===== config.mk =====
export PLATFORM = sky130hd
export DESIGN_NAME = hazard_scoreboard
export DESIGN_NICKNAME = d
export VERILOG_FILES = /design/src/rtl/hazard_scoreboard.sv
export SDC_FILE = /design/constraint.sdc
export NUM_CORES = 1
export LEC_CHECK = 0
export CAP_MARGIN = 25
export CORE_MARGIN = 2
export CORE_UTILIZATION = 45
export DETAILED_ROUTE_END_ITERATION = 12
export HOLD_SLACK_MARGIN = 0.02
export PLACE_DENSITY = 0.75
export SLEW_MARGIN = 20
export SYNTH_ARGS = -nofsm -noshare
export SYNTH_HDL_FRONTEND = slang
export SYNTH_SLANG_ARGS = --single-unit
export TNS_END_PERCENT = 5

===== constraint.sdc =====
create_clock -name clk -period 3.19 [get_ports clk]
set_input_delay 0.638 -clock clk [delete_from_list [all_inputs] [get_ports clk]]
set_output_delay 0.638 -clock clk [all_outputs]
set_load 0.01 [all_outputs]

===== src/rtl/hazard_scoreboard.sv =====
// hazard_scoreboard
//   Detects hazards that forwarding cannot resolve: load-use, and register
//   dependencies on the multi-cycle mul/div unit. A pending-write scoreboard
//   and a latency counter track the single in-flight mul/div op.
// Ports:
//   clk, rst                  clock, synchronous active-high reset
//   rs1Addr_id/rs2Addr_id     ID source addresses; rs1Use_id/rs2Use_id mark use
//   rdAddr_id, RegWrite_id    ID destination and write enable
//   md_id                     ID instruction is a mul/div op
//   MemRead_ex, rdAddr_ex     EX load indicator and destination
//   flush_ex                  taken branch in EX; kills the ID instruction
//   stall, bubble_id_ex       pipeline hold / ID-EX NOP insertion
//   md_issue, md_busy         mul/div accept and occupancy
//   md_done, md_rdAddr        one-cycle writeback pulse and its destination
//   pending                   outstanding mul/div write per register
module hazard_scoreboard #(
  parameter int unsigned MD_LAT = 4,
  parameter int unsigned NREG   = 16
) (
  input  logic            clk,
  input  logic            rst,
  input  logic [3:0]      rs1Addr_id,
  input  logic [3:0]      rs2Addr_id,
  input  logic            rs1Use_id,
  input  logic            rs2Use_id,
  input  logic [3:0]      rdAddr_id,
  input  logic            RegWrite_id,
  input  logic            md_id,
  input  logic            MemRead_ex,
  input  logic [3:0]      rdAddr_ex,
  input  logic            flush_ex,
  output logic            stall,
  output logic            bubble_id_ex,
  output logic            md_issue,
  output logic            md_busy,
  output logic            md_done,
  output logic [3:0]      md_rdAddr,
  output logic [NREG-1:0] pending
);

  typedef enum logic {IDLE, BUSY} state_t;

  state_t          state, state_nxt;
  logic [3:0]      cnt, cnt_nxt;
  logic [3:0]      rd_nxt;
  logic [NREG-1:0] pend_nxt;
  logic            done_nxt;

  logic [NREG-1:0] eff_pending;
  logic            load_use, raw, waw, struct_hz, hz;

  // A result completing this cycle is written before the register file is
  // read, so it no longer blocks dependents.
  always_comb begin
    eff_pending = pending;
    if (md_done) eff_pending[md_rdAddr] = 1'b0;
  end

  always_comb begin
    load_use  = MemRead_ex && (rdAddr_ex != 4'd0) &&
                ((rs1Use_id && (rs1Addr_id == rdAddr_ex)) ||
                 (rs2Use_id && (rs2Addr_id == rdAddr_ex)));
    raw       = (rs1Use_id && eff_pending[rs1Addr_id]) ||
                (rs2Use_id && eff_pending[rs2Addr_id]);
    waw       = RegWrite_id && eff_pending[rdAddr_id];
    struct_hz = md_id && md_busy && !md_done;
    hz        = load_use || raw || waw || struct_hz;
    stall        = hz && !flush_ex;
    bubble_id_ex = hz || flush_ex;
    md_issue     = md_id && !hz && !flush_ex;
  end

  // State register
  always_ff @(posedge clk) begin
    if (rst) begin
      state     <= IDLE;
      cnt       <= '0;
      md_rdAddr <= '0;
      pending   <= '0;
      md_done   <= 1'b0;
    end else begin
      state     <= state_nxt;
      cnt       <= cnt_nxt;
      md_rdAddr <= rd_nxt;
      pending   <= pend_nxt;
      md_done   <= done_nxt;
    end
  end

  // Next-state logic
  always_comb begin
    state_nxt = state;
    cnt_nxt   = cnt;
    rd_nxt    = md_rdAddr;
    pend_nxt  = pending;
    case (state)
      IDLE: begin
        if (md_issue) begin
          state_nxt = BUSY;
          cnt_nxt   = 4'(MD_LAT - 1);
        end
      end
      BUSY: begin
        if (md_done) begin
          if (md_issue) cnt_nxt = 4'(MD_LAT - 1);
          else          state_nxt = IDLE;
        end else begin
          cnt_nxt = cnt - 4'd1;
        end
      end
      default: state_nxt = IDLE;
    endcase
    // Clear before set so a same-register back-to-back issue keeps its bit.
    if (md_done) pend_nxt[md_rdAddr] = 1'b0;
    if (md_issue) begin
      rd_nxt = rdAddr_id;
      if (RegWrite_id && (rdAddr_id != 4'd0)) pend_nxt[rdAddr_id] = 1'b1;
    end
    // md_done is registered: it rises in the cycle the counter reads zero.
    done_nxt = (state_nxt == BUSY) && (cnt_nxt == 4'd0);
  end

  // Outputs
  always_comb begin
    md_busy = (state == BUSY);
  end

endmodule


==> impl_metrics.env, run 1 <==
export IMPL_nNetsFinal=317
export IMPL_reg2reg_depth=11
export IMPL_cts_setup_buffers=0
export IMPL_synth_edf_count=0
export IMPL_overflow=0
export IMPL_core_um2=3740
export IMPL_via_count=2045
export IMPL_min_from="cnt[3]"
export IMPL_grt_max_degree=21
export IMPL_via_per_inst=6.05
export IMPL_crit_path_max_fanout=3
export IMPL_r2r_slack_ps=540
export IMPL_worst_slew_pin_slew_ps=407
export IMPL_synth_cell_types=47
export IMPL_cts_made_buffers=3
export IMPL_area_growth_pct=53.1
export IMPL_timing_rr_start="md_rdAddr[3]"
export IMPL_route_detailed_drc=0
export IMPL_critical_path_class="in2out"
export IMPL_die_x_um=67.3
export IMPL_finalHoldViolations=0
export IMPL_cts_tree="done"
export IMPL_min_period_over_period=0.995
export IMPL_synth_mux_area_fraction=0.126
export IMPL_skew_ps=8.61
export IMPL_slew_headroom=0.728
export IMPL_cts_hold_buf=0
export IMPL_pin_count=49
export IMPL_grt_pass1_vias=1902
export IMPL_syn_num_nets=226
export IMPL_required_ps=2550
export IMPL_synth_fa_ha_area_frac=0.00695
export IMPL_whs_path_depth=1
export IMPL_pre_cts_ws_ps=-571
export IMPL_critical_path_arrival_ps=2540
export IMPL_fp_dieArea_um2=4520
export IMPL_p_total_uw=743
export IMPL_critPathLaunchType="primary input"
export IMPL_routabilityCongestion=0.967
export IMPL_syn_area_per_cell_um2=8.96
export IMPL_wl_per_cell_um=17.2
export IMPL_syn_inst=201
export IMPL_ant_nets=0
export IMPL_worstSkewPairLatency_ps=270
export IMPL_fp_row_count=22
export IMPL_initial_core_util=0.481
export IMPL_vdd_ir_drop_max_mv=0.188
export IMPL_final_setup_worst_slack_ps=15.7
export IMPL_hold_path_end="cnt[3]"
export IMPL_synth_xor_area_share=0.0486
export IMPL_drive_gt1_frac=0.317
export IMPL_ys_seq_area_frac=0.289
export IMPL_wirelength_um=5800
export IMPL_netlist_area_um2=1800
export IMPL_setup_tns_ps=0
export IMPL_hp_class="reg2reg"
export IMPL_hold_slack_ps=553
export IMPL_synth_ff_type="dfxtp_1"
export IMPL_drtIter0Drc=250
export IMPL_port_buffers=48
export IMPL_cap_violations=0
export IMPL_grt_pass1_wl_um=9070
export IMPL_fin_cells=338
export IMPL_ys_ff_latch=26
export IMPL_rsz0062_at_grt="true"
export IMPL_cts_sinks=26
export IMPL_status="complete, no violations"
export IMPL_firstDrtPassIters=5
export IMPL_finalSetupViolCount=0
export IMPL_p_leak_nw=1.01
export IMPL_hpwl_um=4540
export IMPL_num_antenna_cells=0
export IMPL_path_clk_slew_ps=80
export IMPL_drv_slew=0
export IMPL_fillers=311
export IMPL_antenna_found_initial=0
export IMPL_clockRootBuffer="clkbuf_8"
export IMPL_async_flop_share=0
export IMPL_h_tree_depth=1
export IMPL_synth_compound_area_frac=0.288
export IMPL_synth_top_family_by_area="compound AO/OA/AOI/OAI gates"
export IMPL_end_kind="output pin"
export IMPL_grt_util_all_layers=0.264
export IMPL_yosys_warnings=0
export IMPL_die_h_um=67.3
export IMPL_reg2reg_to="pending[10]"
export IMPL_period_needed_ps=3170
export IMPL_place_inst=335
export IMPL_clock_path_buffers=2
export IMPL_max_freq_ghz=0.315
export IMPL_synth_simple_area_share=0.184
export IMPL_power_density_nw_per_um2=270
[layout make-up]
type,count,area (um2),share of cell area
Clock buffer,3,41.3,0.0150
Inverter,7,26.3,0.00953
Multi-Input combinational cell,153,1240,0.450
Sequential cell,26,526,0.191
Tap cell,48,60.1,0.0218
Timing Repair Buffer,101,862,0.313
[synthesized netlist by cell type (6+ instances only)]
library cell	n	area, um2
clkbuf_1	9	33.8
dfxtp_1	26	521
mux2i_1	7	70.1
mux4_2	7	158
nand2_1	15	56.3
nand3_1	10	50.1
o211ai_1	11	82.6
o21ai_0	9	45.0
o21ai_1	9	45.0
o32ai_1	10	87.6
xor2_1	6	52.6
[metrics by stage]
stage                     utilization  instance area (um2)
final                           0.736                 2760
after global routing            0.736                 2760
after CTS                       0.735                 2750
after detailed placement        0.712                 2660
after global placement          0.712                 2660
after floorplan                     -                 1800
[state kept, by name (all words and copies together), names as in the netlist]
signal	flops
pending	16
md_rdAddr	4
cnt	4
md_busy	1
md_done	1
[critical path, stage by stage]
cell and delay [ps]:
clkdlybuf4s50_1 500, inv_1 80, mux4_2 280, a21bo_1 200, or4_4 460, a31oi_1 150, clkdlybuf4s15_2 240
[power breakdown]
| part | total [mW] | switching [mW] | internal, mW | leakage (nW) |
|---|---|---|---|---|
| logic | 0.212 | 0.104 | 0.108 | 0.776 |
| registers | 0.344 | 0.00869 | 0.335 | 0.212 |
| clock network | 0.187 | 0.102 | 0.0848 | 0.0216 |
| total | 0.743 | 0.215 | 0.528 | 1.01 |
[logic make-up (layout without fill, tap and decap cells)]
| logic type | count (synthesis) | in the layout |
|---|---|---|
| AOI/OAI and AO/OA | 71 | 71 |
| muxes | 14 | 14 |
| DFF | 26 | 26 |
| xor gates and xnor gates | 10 | 10 |
| buffers and inverters | 22 | 111 |
| adders and majority gates | 1 | 1 |
| and+or+nand+nor | 57 | 57 |
[layer usage]
layer  track usage  routed length [um]  part of all wire
met5             0                   0                 0
met1         0.366                2450              0.42
met4        0.0485                  65             0.011
met2         0.442                2740              0.47
met3        0.0383                 544             0.094
[what timing repair did]
action,in CTS,in global routing
pin swaps,4,4
endpoints found under the setup margin,3,3
gates resized for setup,30,7
[cells in the final DEF, fill, tap and decap left out, drive strengths merged, types with 2 or more instances in the layout]
cell / count
a41o: 2
o31ai: 5
o32ai: 10
nand2: 15
nor3: 5
nand2b: 2
o21ai: 20
xor2: 6
a22oi: 2
o22ai: 2
o41ai: 2
a31oi: 3
o2111ai: 5
xnor2: 4
a21oi: 4
clkbuf: 5
mux2i: 7
nor2b: 5
nor2: 5
nand3b: 4
o211ai: 12
inv: 7
mux4: 7
buf: 53
dlygate4sd2: 6
dfxtp: 26
nand3: 11
nor4b: 2
clkdlybuf4s50: 39
[worst max-delay path by stage]
stage | slack, ps | to | start
floorplan | 170 | stall | rdAddr_id[1]
global placement | -540 | stall | rdAddr_id[1]
detailed placement | -570 | stall | rdAddr_id[1]
CTS | -9 | md_issue | md_rdAddr[3]
global route | -70 | stall | md_done
finish | 20 | stall | rdAddr_id[0]
Power figures use the tool's default switching activity.
==> run 2: changes to the inputs <==
--- a/config.mk
+++ b/config.mk
@@ -5,7 +5,7 @@
 export SDC_FILE = /design/constraint.sdc
 export NUM_CORES = 1
 export LEC_CHECK = 0
-export CAP_MARGIN = 25
+export CAP_MARGIN = 20
 export CORE_MARGIN = 2
 export CORE_UTILIZATION = 45
 export DETAILED_ROUTE_END_ITERATION = 12
==> results of run 2 <==
Final layout, timing and power as in run 1 (identical DEF).
